--- src/rtl/toggle_deserializer_if.sv ---
// ----------------------------------------------------------------------------
// toggle_deserializer_if
// Word-level valid/ready bus between the toggle deserializer and its consumer.
//
//   data_out   : decoded word, MSB = first bit received on the line
//   data_valid : data_out holds an unconsumed word
//   data_ready : consumer accepts the word when data_valid & data_ready
//
// Modports:
//   master : producer side (drives data_out/data_valid, samples data_ready)
//   slave  : consumer side (samples data_out/data_valid, drives data_ready)
// ----------------------------------------------------------------------------
interface toggle_deserializer_if #(
    parameter int unsigned WIDTH = 8
);

    logic [WIDTH-1:0] data_out;
    logic             data_valid;
    logic             data_ready;

    modport master (
        output data_out,
        output data_valid,
        input  data_ready
    );

    modport slave (
        input  data_out,
        input  data_valid,
        output data_ready
    );

endinterface : toggle_deserializer_if

--- src/rtl/toggle_deserializer.sv ---
// ----------------------------------------------------------------------------
// toggle_deserializer
// Receive side of the toggle (T-type) line code: a line transition is a '1',
// a held level is a '0'. Bits are recovered as current ^ previous line level,
// shifted MSB-first, and aligned by hunting for SYNC_WORD. Once locked, every
// WIDTH bits form a word that is offered on a valid/ready bus through a
// single holding register. A word that completes while the holding register
// is still full is dropped and flagged on the sticky overflow output.
//
// Ports:
//   clk        : system clock, all state updates on the rising edge
//   rst_n      : synchronous reset, active-low
//   i_line_in  : sampled line level, qualified by i_bit_en
//   i_bit_en   : one-cycle strobe, i_line_in holds a new bit period
//   i_resync   : one-cycle pulse, drop alignment and return to hunting
//   io_bus     : word output (data_out / data_valid / data_ready)
//   o_locked   : 1 while word-aligned
//   o_overflow : sticky, a completed word was dropped (cleared by reset only)
// ----------------------------------------------------------------------------
module toggle_deserializer #(
    parameter int unsigned      WIDTH     = 8,
    parameter logic [WIDTH-1:0] SYNC_WORD = WIDTH'(8'hA5)
) (
    input  logic                  clk,
    input  logic                  rst_n,
    input  logic                  i_line_in,
    input  logic                  i_bit_en,
    input  logic                  i_resync,
    toggle_deserializer_if.master io_bus,
    output logic                  o_locked,
    output logic                  o_overflow
);

    // Bit counter only needs to reach WIDTH-1 before wrapping.
    localparam int unsigned CNT_W = (WIDTH > 2) ? $clog2(WIDTH) : 1;
    localparam logic [CNT_W-1:0] LAST_BIT = CNT_W'(WIDTH - 1);

    typedef enum logic {
        ST_HUNT   = 1'b0,
        ST_LOCKED = 1'b1
    } state_t;

    // ------------------------------------------------------------------
    // Registers
    // ------------------------------------------------------------------
    state_t             r_state;
    logic               r_prev_level;
    logic [WIDTH-1:0]   r_shift;
    logic [CNT_W-1:0]   r_bit_cnt;
    logic [WIDTH-1:0]   r_data_out;
    logic               r_data_valid;
    logic               r_locked;
    logic               r_overflow;

    // ------------------------------------------------------------------
    // Combinational signals
    // ------------------------------------------------------------------
    state_t             w_state_next;
    logic               w_bit;
    logic [WIDTH-1:0]   w_shift_next;
    logic [WIDTH-1:0]   w_shift_d;
    logic [CNT_W-1:0]   w_bit_cnt_d;
    logic               w_word_done;
    logic               w_reg_free;
    logic               w_load;
    logic               w_drop;
    logic               w_drain;

    // Toggle decode and MSB-first shift candidate.
    assign w_bit        = i_line_in ^ r_prev_level;
    assign w_shift_next = {r_shift[WIDTH-2:0], w_bit};

    // ------------------------------------------------------------------
    // FSM process 1: state register
    // ------------------------------------------------------------------
    always_ff @(posedge clk) begin
        if (!rst_n) begin
            r_state <= ST_HUNT;
        end else begin
            r_state <= w_state_next;
        end
    end

    // ------------------------------------------------------------------
    // FSM process 2: next-state logic (resync overrides any lock attempt)
    // ------------------------------------------------------------------
    always_comb begin
        w_state_next = r_state;
        if (i_resync) begin
            w_state_next = ST_HUNT;
        end else if (i_bit_en) begin
            case (r_state)
                ST_HUNT: begin
                    if (w_shift_next == SYNC_WORD) begin
                        w_state_next = ST_LOCKED;
                    end
                end
                ST_LOCKED: begin
                    w_state_next = ST_LOCKED;
                end
                default: begin
                    w_state_next = ST_HUNT;
                end
            endcase
        end
    end

    // ------------------------------------------------------------------
    // FSM process 3: per-state datapath controls
    // A strobe in the resync cycle is discarded from the shifter; the
    // previous-level register is handled separately and still updates.
    // ------------------------------------------------------------------
    always_comb begin
        w_shift_d   = r_shift;
        w_bit_cnt_d = r_bit_cnt;
        w_word_done = 1'b0;
        if (i_resync) begin
            w_shift_d   = '0;
            w_bit_cnt_d = '0;
        end else if (i_bit_en) begin
            w_shift_d = w_shift_next;
            case (r_state)
                ST_HUNT: begin
                    // Alignment restarts from zero when the sync word lands.
                    w_bit_cnt_d = '0;
                end
                ST_LOCKED: begin
                    if (r_bit_cnt == LAST_BIT) begin
                        w_bit_cnt_d = '0;
                        w_word_done = 1'b1;
                    end else begin
                        w_bit_cnt_d = r_bit_cnt + CNT_W'(1);
                    end
                end
                default: begin
                    w_bit_cnt_d = '0;
                end
            endcase
        end
    end

    // ------------------------------------------------------------------
    // Decode path registers
    // ------------------------------------------------------------------
    always_ff @(posedge clk) begin
        if (!rst_n) begin
            r_prev_level <= 1'b0;
            r_shift      <= '0;
            r_bit_cnt    <= '0;
            r_locked     <= 1'b0;
        end else begin
            if (i_bit_en) begin
                r_prev_level <= i_line_in;
            end
            r_shift   <= w_shift_d;
            r_bit_cnt <= w_bit_cnt_d;
            r_locked  <= (w_state_next == ST_LOCKED);
        end
    end

    // ------------------------------------------------------------------
    // Holding register handshake
    // The register is free if empty or being consumed in this same cycle,
    // which lets back-to-back words stream without a bubble.
    // ------------------------------------------------------------------
    assign w_reg_free = ~r_data_valid | io_bus.data_ready;
    assign w_load     = w_word_done & w_reg_free;
    assign w_drop     = w_word_done & ~w_reg_free;
    assign w_drain    = ~w_word_done & r_data_valid & io_bus.data_ready;

    always_ff @(posedge clk) begin
        if (!rst_n) begin
            r_data_out   <= '0;
            r_data_valid <= 1'b0;
            r_overflow   <= 1'b0;
        end else begin
            if (w_load) begin
                r_data_out   <= w_shift_next;
                r_data_valid <= 1'b1;
            end else if (w_drain) begin
                r_data_valid <= 1'b0;
            end
            if (w_drop) begin
                r_overflow <= 1'b1;
            end
        end
    end

    // ------------------------------------------------------------------
    // Outputs
    // ------------------------------------------------------------------
    assign io_bus.data_out   = r_data_out;
    assign io_bus.data_valid = r_data_valid;
    assign o_locked          = r_locked;
    assign o_overflow        = r_overflow;

    // ------------------------------------------------------------------
    // Design invariants
    // ------------------------------------------------------------------
`ifndef SYNTHESIS
    logic r_chk_armed;

    always_ff @(posedge clk) begin
        r_chk_armed <= rst_n;
    end

    // A held word must not change under backpressure.
    a_hold_stable: assert property (@(posedge clk) disable iff (!rst_n || !r_chk_armed)
        (r_data_valid && !io_bus.data_ready) |=> (r_data_out == $past(r_data_out)));

    // Overflow is sticky until reset.
    a_ovf_sticky: assert property (@(posedge clk) disable iff (!rst_n || !r_chk_armed)
        r_overflow |=> r_overflow);

    // The locked flag always mirrors the state register.
    a_lock_state: assert property (@(posedge clk) disable iff (!r_chk_armed)
        r_locked == (r_state == ST_LOCKED));
`endif

endmodule : toggle_deserializer

--- src/flat_wrapper.sv ---
// flat-port wrapper written by rule: the top's interface ports become plain ports
module toggle_deserializer_flat 
#(
    parameter int unsigned      WIDTH     = 8,
    parameter logic [WIDTH-1:0] SYNC_WORD = WIDTH'(8'hA5)
)
  (clk, rst_n, i_line_in, i_bit_en, i_resync, o_locked, o_overflow, io_bus_data_out, io_bus_data_valid, io_bus_data_ready);
  toggle_deserializer_if #(.WIDTH(WIDTH)) io_bus_i ();
  input  logic clk;
  input  logic rst_n;
  input  logic i_line_in;
  input  logic i_bit_en;
  input  logic i_resync;
  output logic o_locked;
  output logic o_overflow;
  output wire logic [$bits(io_bus_i.data_out)-1:0] io_bus_data_out;
  output wire logic [$bits(io_bus_i.data_valid)-1:0] io_bus_data_valid;
  input wire logic [$bits(io_bus_i.data_ready)-1:0] io_bus_data_ready;
  assign io_bus_data_out = io_bus_i.data_out;
  assign io_bus_data_valid = io_bus_i.data_valid;
  assign io_bus_i.data_ready = io_bus_data_ready;
  toggle_deserializer #(.WIDTH(WIDTH), .SYNC_WORD(SYNC_WORD)) u_core (.clk(clk), .rst_n(rst_n), .i_line_in(i_line_in), .i_bit_en(i_bit_en), .i_resync(i_resync), .io_bus(io_bus_i), .o_locked(o_locked), .o_overflow(o_overflow));
endmodule
--- config.mk ---
export PLATFORM = sky130hd
export DESIGN_NAME = toggle_deserializer_flat
export DESIGN_NICKNAME = d
export VERILOG_FILES = /design/src/rtl/toggle_deserializer_if.sv /design/src/rtl/toggle_deserializer.sv /design/src/flat_wrapper.sv
export SDC_FILE = /design/constraint.sdc
export NUM_CORES = 1
export LEC_CHECK = 0
export ABC_AREA = 1
export CAP_MARGIN = 15
export CORE_MARGIN = 2
export CORE_UTILIZATION = 50
export DETAILED_ROUTE_END_ITERATION = 7
export DONT_BUFFER_PORTS = 1
export HOLD_SLACK_MARGIN = 0.06
export PLACE_DENSITY = 0.76
export SLEW_MARGIN = 0
export SYNTH_ARGS = -nofsm -noshare
export SYNTH_HDL_FRONTEND = slang
export SYNTH_SLANG_ARGS = --single-unit
--- constraint.sdc ---
create_clock -name clk -period 1.7 [get_ports clk]
set_input_delay 0.34 -clock clk [delete_from_list [all_inputs] [get_ports clk]]
set_output_delay 0.34 -clock clk [all_outputs]
set_load 0.005 [all_outputs]
; ---- Yosys cells after proc, flatten, opt, wreduce, memory -nomap -nowiden
; Cells that the tools add are included.
[classes]
reduce_logical = 2
muxes = 10
n_bitwise = 11
add_sub_neg = 1
eq_ne = 2
[ops]
columns = operator, count
row1 = $eq A8 B8 Y1 const B, 1
row2 = $mux W1, 7
row3 = $pmux W3 S2, 1
row4 = $not A1 Y1, 5
row5 = $and A1 B1 Y1, 4
row6 = $add A3 B1 Y3 const B, 1
row7 = $eq A3 B3 Y1 const B, 1
row8 = $mux W3, 1
row9 = $pmux W1 S2, 1
row10 = $reduce_bool A2 Y1, 1
row11 = $reduce_or A2 Y1, 1
row12 = $or A1 B1 Y1, 1
row13 = $xor A1 B1 Y1, 1
[word_totals]
inputBits = 6
ff_bits = 22
wordCells = 33

; ---- Logic depth before layout (Yosys ltp)
[depth]
word_depth = 10
mapped_depth = 9
ltp_nobuf = 8

; ---- Worst setup path after synthesis
; Ideal clock, no wire load.
[synth_path]
kind = flip-flop to flip-flop
from = register u_core.r_bit_cnt[0]
to = register u_core.r_data_out[6] (netlist: u_core.io_bus.data_out[6])
synth_period_minus_slack_ns = 1.300
arrival_time_ns = 1.186
setup_slack_ns = 0.400
setup_time_ns = 0.114
path_stages_with_launch = 9
path_cell_list = dfxtp_1 ha_1 ha_1 nand2_1 nor2_4 nand2_4 buf_6 nor2_1 nor2_2
[synth_between]
elab_chain_len = 6
[synth_lines]
columns = element, line_no
row1 = from (decl), toggle_deserializer.sv:49  ; logic [CNT_W-1:0] r_bit_cnt;
row2 = from (signal assigned), toggle_deserializer.sv:156  ; r_bit_cnt <= w_bit_cnt_d;
row3 = $eq A3 B3 Y1, toggle_deserializer.sv:128  ; if (r_bit_cnt == LAST_BIT) begin
row4 = $mux W1, toggle_deserializer.sv:128
row5 = $mux W1, toggle_deserializer.sv:122  ; case (r_state)
row6 = $mux W1, toggle_deserializer.sv:120  ; end else if (i_bit_en) begin
row7 = $mux W1, toggle_deserializer.sv:117  ; if (i_resync) begin
row8 = $and A1 B1 Y1, toggle_deserializer.sv:167  ; assign w_load = w_word_done & w_reg_free;
row9 = to (signal assigned), toggle_deserializer.sv:178  ; r_data_out <= w_shift_next;
row10 = to (decl), toggle_deserializer.sv:50  ; logic [WIDTH-1:0] r_data_out;
; Every way passes these cells.
; A chain may end at the register's enable or synchronous reset.

; ---- Worst setup path in the final report
; Ends and elaborated chain as after synthesis.

==> metrics <==
vias in the first global route=601; Layout Cells excl Fill=155; CTS H-Tree Depth=1; Crit Path Class=reg2reg; Hold Path Cell Cnt=1; Rows=15; core area=1750 µm²; max-slew violation count=0; HP Start=i_bit_en; LEAKAGE=0.450 nW; # setup viols final=0; Critical Path End Type=register; dpl cells=152; gr ovfl total=0; sequential area share after synthesis=47.1%; #FFs+latches synth=22; die area=2230 µm²; synthesized cell area=935 µm²; slew margin rel.=81.2%; total of max-cap violations=0; post-CTS sizing=0; worst reg-to-reg path cell count=7; WP data required=1.90 ns; outcome=finished clean; GP Congestion=0.755; total track usage=16.0%; Clock Latency Late Sink=0.29 ns; PD cells=811 nW/µm²; Final Critical Period=1.34 ns; clk sinks=22; # DRC=0; Setup Buffers After CTS=0; Port Buffer Count=0; highest clock rate=0.748 GHz; first-pass GRT wire length=2.56 mm; antenna-violating nets left=0; Max Fanout on Critical Path=17; Hold Vio Cnt, Final=0; fraction of layout cells with a size suffix above 1=7.69%; total CTS buffers=3; post-route cell area=965 µm²; startpoint type of the worst setup path=register; DIE WIDTH=47.2 µm; Post-layout nets=140; WL final=1.59 mm; Mapped Cells=130; worst vdd ir=633 µV; worst r2r src=u_core.r_bit_cnt[0]; Clock Path Buffers=2; Root Driver=clkbuf_4; WL/cell=10.3 µm; Reg clk slew, reported paths=0.11 ns; CTS tree=yes; Post-Route Setup TNS=0 ns; vias per inst=4.62; DR iter-0 viols=16; largest net degree at the start of global routing=18; RSZ-0062 raised after global routing=no; area grow syn2layout=3.21%; setup slack, reg-to-reg=0.36 ns; hpwl dp=1.19 mm; syn_nets=138; first-pass iteration count of the detailed router=4; WP data arrival=1.53 ns; syn_area_per_cell=7.19 µm²; vias post-DR=716; Diodes inserted=0; fillers=179; FF-to-FF End=u_core.io_bus.data_out[6]; placed instance area=942 µm²; Hold WC Path Type=in2reg; antenna violations before repair=0; initial core utilization=53.5%; crit share post-route=78.7%; Hold Path Sink=u_core.r_prev_level; Boundary Pins=17; CTS Hold Buffers Added=0; synth unique cells=20; Ys Warns=0; Worst Tran Pin Value=0.281 ns; Die Span Y=47.2 µm; final setup skew=0.00168 ns
## logic make-up (layout without fill, tap and decap cells)
family	count (synthesis)	after routing	synth area share, %
AO/OA/AOI/OAI	22	22	12.3
adder cells (fa/ha/maj)	2	2	2.68
buffers and inverters	28	28	12.6
flip-flops	22	22	47.1
AND/OR/NAND/NOR	56	56	25.3
## report_power, final
part           internal [mW]  switching [mW]  total, mW  leakage, nW
Combinational         0.0104          0.0212     0.0317        0.258
Sequential             0.524         0.00600      0.530        0.178
Clock                 0.0822           0.139      0.222       0.0138
Total                  0.616           0.167      0.783        0.450
## how the worst max path moves through the flow
stage	cells past startpoint	to	startpoint
2_1_floorplan	8	u_core.io_bus.data_out[6]	u_core.r_bit_cnt[0]
3_3_place_gp	8	u_core.io_bus.data_out[6]	u_core.r_bit_cnt[0]
3_5_place_dp	7	u_core.io_bus.data_out[6]	u_core.r_bit_cnt[0]
4_1_cts	7	u_core.io_bus.data_out[6]	u_core.r_bit_cnt[0]
5_1_grt	8	u_core.io_bus.data_out[5]	u_core.r_bit_cnt[0]
6_report	7	u_core.io_bus.data_out[6]	u_core.r_bit_cnt[0]
## layout make-up
cell class | instances | area, µm² | share of cell area (%)
sequential | 22 | 440 | 45.7
multi-input combinational | 80 | 377 | 39.0
inverter | 25 | 93.8 | 9.73
tap | 25 | 31.3 | 3.24
clock buffer | 3 | 22.5 | 2.33
## layout by cell type (no fill, tap or decap), drive strengths merged
| cell | n |
|---|---|
| a211oi | 1 |
| clkinv | 1 |
| nand3 | 3 |
| clkbuf | 3 |
| nor2 | 24 |
| o21ai | 8 |
| dfxtp | 22 |
| nand2 | 29 |
| ha | 2 |
| o211ai | 1 |
| a21oi | 12 |
| inv | 24 |
## through the flow
stage	util [%]	worst slack (ns)	hold slack (ns)	total power [mW]
2_1_floorplan	-	0.400	0.447	0.572
3_3_place_gp	54.0	0.428	0.433	0.571
3_5_place_dp	54.0	0.377	0.437	0.573
4_1_cts	55.3	0.345	0.119	0.791
5_1_grt	55.3	0.240	0.101	0.825
6_report	55.3	0.363	0.128	0.783
## worst max-delay path, cell delays in order (launching register included)
cell	delay (ns)
dfxtp_1	0.38
ha_1	0.16
ha_1	0.18
nand2_1	0.09
nor2_4	0.11
nand2_4	0.13
nor2_1	0.14
nor2_2	0.05
## sequential cells by signal (all words and copies together) (netlist names)
name	cells
u_core.io_bus.data_out	8
u_core.io_bus.data_valid	1
u_core.o_locked	1
u_core.o_overflow	1
u_core.r_bit_cnt	3
u_core.r_prev_level	1
u_core.r_shift	7
## per-layer routing
layer / vias up / global-route usage (%) / routed length, µm
met2: 9 / 24.6 / 734
met4: 0 / 5.00 / 12
met5: - / 0 / 0
met3: 2 / 5.00 / 47
met1: 306 / 21.4 / 797
li1: 399 / - / -
## Yosys cell counts
cell type  count  area share [%]
clkinv_1       1            0.40
a211oi_1       1            0.80
ha_1           2             2.7
buf_6          1             1.2
nor2_1        21             8.4
nor2_4         1             1.2
inv_2          2            0.80
dfxtp_1       22              47
inv_1         22             8.8
nand2_4        1             1.2
o211ai_1       1            0.80
a21oi_1       12             6.4
nor2_2         2             1.3
o21ai_1        1            0.53
nand2_2        1            0.67
buf_4          1            0.80
buf_2          1            0.53
o21ai_0        7             3.7
nand2_1       27              11
nand3_1        3             1.6
Power figures use the tool's default switching activity.
